--- src/rtl/param_updown_counter.sv ---
// WIDTH-bit up/down counter with programmable modulus, wrap or saturate at the
// boundaries, clear/load/enable priority, terminal count and event pulses.
module param_updown_counter #(
    parameter int unsigned WIDTH    = 4,
    parameter int unsigned MOD      = 16,
    parameter int unsigned SAT_MODE = 0
) (
    input  logic             clk,
    input  logic             rst,
    input  logic             en,
    input  logic             up,
    input  logic             clr,
    input  logic             load,
    input  logic [WIDTH-1:0] load_val,
    output logic [WIDTH-1:0] cnt,
    output logic             tc,
    output logic             ovf,
    output logic             load_err
);

    localparam logic [WIDTH-1:0] CNT_MAX = WIDTH'(MOD - 1);
    localparam bit               SAT     = (SAT_MODE != 0);

    if (WIDTH < 1 || WIDTH > 16) begin : g_bad_width
        $error("param_updown_counter: WIDTH must be 1..16");
    end
    if (MOD < 2 || 64'(MOD) > (64'(1) << WIDTH)) begin : g_bad_mod
        $error("param_updown_counter: MOD must satisfy 2 <= MOD <= 2**WIDTH");
    end

    logic [WIDTH-1:0] r_cnt;
    logic             r_ovf;
    logic             r_load_err;
    logic [WIDTH-1:0] w_cnt_nxt;
    logic             w_ovf_nxt;
    logic             w_load_err_nxt;
    logic             w_at_max;
    logic             w_at_zero;
    logic             w_load_ok;

    assign w_at_max  = (r_cnt == CNT_MAX);
    assign w_at_zero = (r_cnt == '0);
    // Compared at 32 bits so MOD == 2**WIDTH accepts every load value.
    assign w_load_ok = (32'(load_val) < MOD);

    // Next-state: clr > load > en > hold; pulses default low every edge.
    always_comb begin
        w_cnt_nxt      = r_cnt;
        w_ovf_nxt      = 1'b0;
        w_load_err_nxt = 1'b0;
        if (clr) begin
            w_cnt_nxt = '0;
        end else if (load) begin
            if (w_load_ok) begin
                w_cnt_nxt = load_val;
            end else begin
                w_cnt_nxt      = CNT_MAX;
                w_load_err_nxt = 1'b1;
            end
        end else if (en) begin
            if (up) begin
                if (!w_at_max) begin
                    w_cnt_nxt = r_cnt + WIDTH'(1);
                end else begin
                    w_ovf_nxt = 1'b1;
                    w_cnt_nxt = SAT ? r_cnt : '0;
                end
            end else begin
                if (!w_at_zero) begin
                    w_cnt_nxt = r_cnt - WIDTH'(1);
                end else begin
                    w_ovf_nxt = 1'b1;
                    w_cnt_nxt = SAT ? r_cnt : CNT_MAX;
                end
            end
        end
    end

    always_ff @(posedge clk or negedge rst) begin
        if (!rst) begin
            r_cnt      <= '0;
            r_ovf      <= 1'b0;
            r_load_err <= 1'b0;
        end else begin
            r_cnt      <= w_cnt_nxt;
            r_ovf      <= w_ovf_nxt;
            r_load_err <= w_load_err_nxt;
        end
    end

    // Same-cycle terminal count so a following stage can use it as its enable.
    assign tc       = en & ~clr & ~load & ((up & w_at_max) | (~up & w_at_zero));
    assign cnt      = r_cnt;
    assign ovf      = r_ovf;
    assign load_err = r_load_err;

endmodule

--- config.mk ---
export PLATFORM = sky130hd
export DESIGN_NAME = param_updown_counter
export DESIGN_NICKNAME = d
export VERILOG_FILES = /design/src/rtl/param_updown_counter.sv
export SDC_FILE = /design/constraint.sdc
export NUM_CORES = 1
export LEC_CHECK = 0
export BUFFER_PORTS_ARGS = -buffer_cell sky130_fd_sc_hd__buf_2
export CORE_AREA = 2 2 39 41
export CTS_BUF_LIST = sky130_fd_sc_hd__clkbuf_8
export DETAILED_ROUTE_END_ITERATION = 8
export DIE_AREA = 0 0 41 43
export SETUP_SLACK_MARGIN = 0.15
export SYNTH_ARGS = -nofsm -noshare
export SYNTH_HDL_FRONTEND = slang
export SYNTH_SLANG_ARGS = --single-unit
--- constraint.sdc ---
create_clock -name clk -period 3.2 [get_ports clk]
set_input_delay 0.32 -clock clk [delete_from_list [all_inputs] [get_ports clk]]
set_output_delay 0.32 -clock clk [all_outputs]
set_load 0.005 [all_outputs]
==> summary.txt <==
Area grow syn2layout: 29.1%
CP Class: register to output pin
Vias in the first global route: 388
Starting Density: 0.317
Syn Std Cell Area: 439 um^2
Root buffer cell: clkbuf_8
Seq/Total Area, Yosys: 0.285
Clk slew on worst S/H paths: 0.04 ns
Number of diodes: 0
Leakage power: 0.279 nW
Max Cap Viol: 0
Num rows: 14
RR Startpoint: cnt[0]
Period minus WS final: 2.22 ns
Hold Violations, Final: 0
Top FF cell, synth: dfrtp_1
Slew Limit Fails: 0
Status: finished, final reports clean
Post-Synthesis Cells: 49
Clock Skew: 0.00262 ns
Tot Pwr: 0.000241 W
Worst Slack Setup Final: 0.977 ns
Post-synth EDFFs: 0
CTS tree: yes
Fill cells: 146
Initial antenna violation count: 0
Synth top area share: 0.285
Die Wd: 41 um
Grt ovf: 0
Hold Path Class: primary input to register
Final Net Count: 79
Setup TNS: 0 ns
DR WL/cell: 11.6 um
Post-CTS setup buffers: 0
Layout cells sized above 1: 0.333
Global-route wire length before repair: 1680 um
FF-to-FF setup slack: 1.47 ns
Worst R2R Path Depth: 6
Worst vdd ir: 0.262 mV
Worst-path maximum fanout: 9
Clk Latency, worst-skew pair: 0.22 ns
Core area: 1380 um^2
Synth top area cells: dfrtp_1 (28%), a2111oi_2 (6.8%), inv_1 (6.0%), a21oi_1 (5.7%), ha_1 (5.7%)
Synth warn: 0
Maximum clock path buffer count: 2
GR Util All Layers: 0.139
CTS Buf Count: 3
DP Area: 512 um^2
Dominant cell type by area after synthesis: dfrtp_1
Clk sink count: 5
Async SR Flop Fraction: 1.00
Hold endpoint: cnt[1]
Min-delay src: clr
Routed Antenna Nets: 0
Crit Reg-Reg Endpoint: cnt[0]
Die Ht: 43 um
GP Congestion: 0.799
DR pass1 iterations: 2
Yosys cell types: 27
CP required: 2.88 ns
Highest clock rate: 450 MHz
DRC Markers: 0
Htree depth: 1
Commonest cells in the synthesized netlist: inv_1 (7), a21oi_1 (5), dfrtp_1 (5), nor2_1 (3)
CTS resizes: 0
Die area: 1760 um^2
DR vias/cell: 5.24
# IOs: 17
Design Area, Final: 567 um^2
1st-iter DRT viols: 1
IO Port Bufs: 15
CP Capture Type: output pin
Count leader, synth: inv_1
Post-synth net total: 61
Vias: 430
Final worst-path cycle share: 0.695
Power Density: 426 nW/um^2
Hold slack: 0.361 ns
Drt total wl: 952 um
RSZ-0062 raised after global routing: false
WP data arrival: 1.90 ns
Largest net degree at the start of global routing: 12
Pre-CTS setup slack: 1.19 ns
Final setup violation count: 0
Worst hold path cell count: 2
Post-Synthesis Mean Instance Area: 8.96 um^2
Post-synthesis register bit count: 5
Kind of start point of the critical path: register
power by group:
group	switching, W	leakage, nW	total, W	internal [W]
combinational	0.0000266	0.187	0.0000533	0.0000267
sequential	0.00000917	0.0658	0.0000771	0.0000679
clock	0.0000288	0.0269	0.000111	0.0000820
how the worst max path moves through the flow:
| stage | start | to | cells after the start |
|---|---|---|---|
| 3_5_place_dp | cnt[0] | tc | 5 |
| 5_1_grt | cnt[0] | tc | 5 |
| 3_3_place_gp | cnt[0] | tc | 5 |
| 2_1_floorplan | cnt[0] | tc | 4 |
| 4_1_cts | cnt[0] | tc | 5 |
| 6_report | cnt[0] | tc | 5 |
per-layer routing:
layer / track usage / share of wire / up-vias
met4: 0.0200 / 0 / 0
li1: - / - / 211
met1: 0.196 / 0.47 / 207
met2: 0.197 / 0.46 / 12
met5: 0 / 0 / -
met3: 0.0628 / 0.074 / 0
flip-flops by register name, indices dropped and copies added, names as in the netlist:
register	cells
cnt	4
ovf	1
worst max-delay path, stage by stage (launching register included):
cell       delay [ns]
dfrtp_1          0.46
inv_1            0.09
ha_1             0.17
or4b_4           0.50
a2111oi_2        0.30
buf_2            0.16
cells in the final DEF, fill, tap and decap left out, drive strengths merged, types with 2 or more instances in the layout:
master / synthesis / routed
a2111oi: 3 / 3
nand2: 2 / 2
nor2: 3 / 3
dfrtp: 5 / 5
xnor2: 2 / 2
a21oi: 5 / 5
ha: 2 / 2
buf: 2 / 15
mux2i: 2 / 2
clkbuf: 1 / 3
inv: 7 / 8
cell type report:
cell class	count	area [um^2]	share of cell area
Clock buffer	3	41.3	0.0728
Tap cell	16	20.0	0.0353
Timing Repair Buffer	16	85.1	0.150
Clock inverter	1	3.75	0.00662
Sequential cell	5	125	0.221
Multi-Input combinational cell	34	265	0.468
Inverter	7	26.3	0.0464
repair_timing:
| action | CTS | global route |
|---|---|---|
| endpoints found under the setup margin | 0 | 0 |
| endpoints found under the hold margin | 5 | 0 |
| hold buffers | 1 | 0 |
cells by family (layout without fill, tap and decap cells):
| family | count (synthesis) | after routing | synth area share |
|---|---|---|---|
| compound gates | 15 | 15 | 0.285 |
| xor+xnor | 2 | 2 | 0.0399 |
| fa+ha+maj | 2 | 2 | 0.0570 |
| buf+inv | 10 | 27 | 0.111 |
| flops | 5 | 5 | 0.285 |
| mux | 2 | 2 | 0.0456 |
| other cells | 1 | 1 | 0.00854 |
| simple gates | 12 | 12 | 0.168 |
stage by stage:
step           std cells   util
2_1_floorplan         49      -
3_3_place_gp          77  0.370
3_5_place_dp          77  0.370
4_1_cts               82  0.410
5_1_grt               82  0.410
6_report              82  0.410
Power figures use the tool's default switching activity.
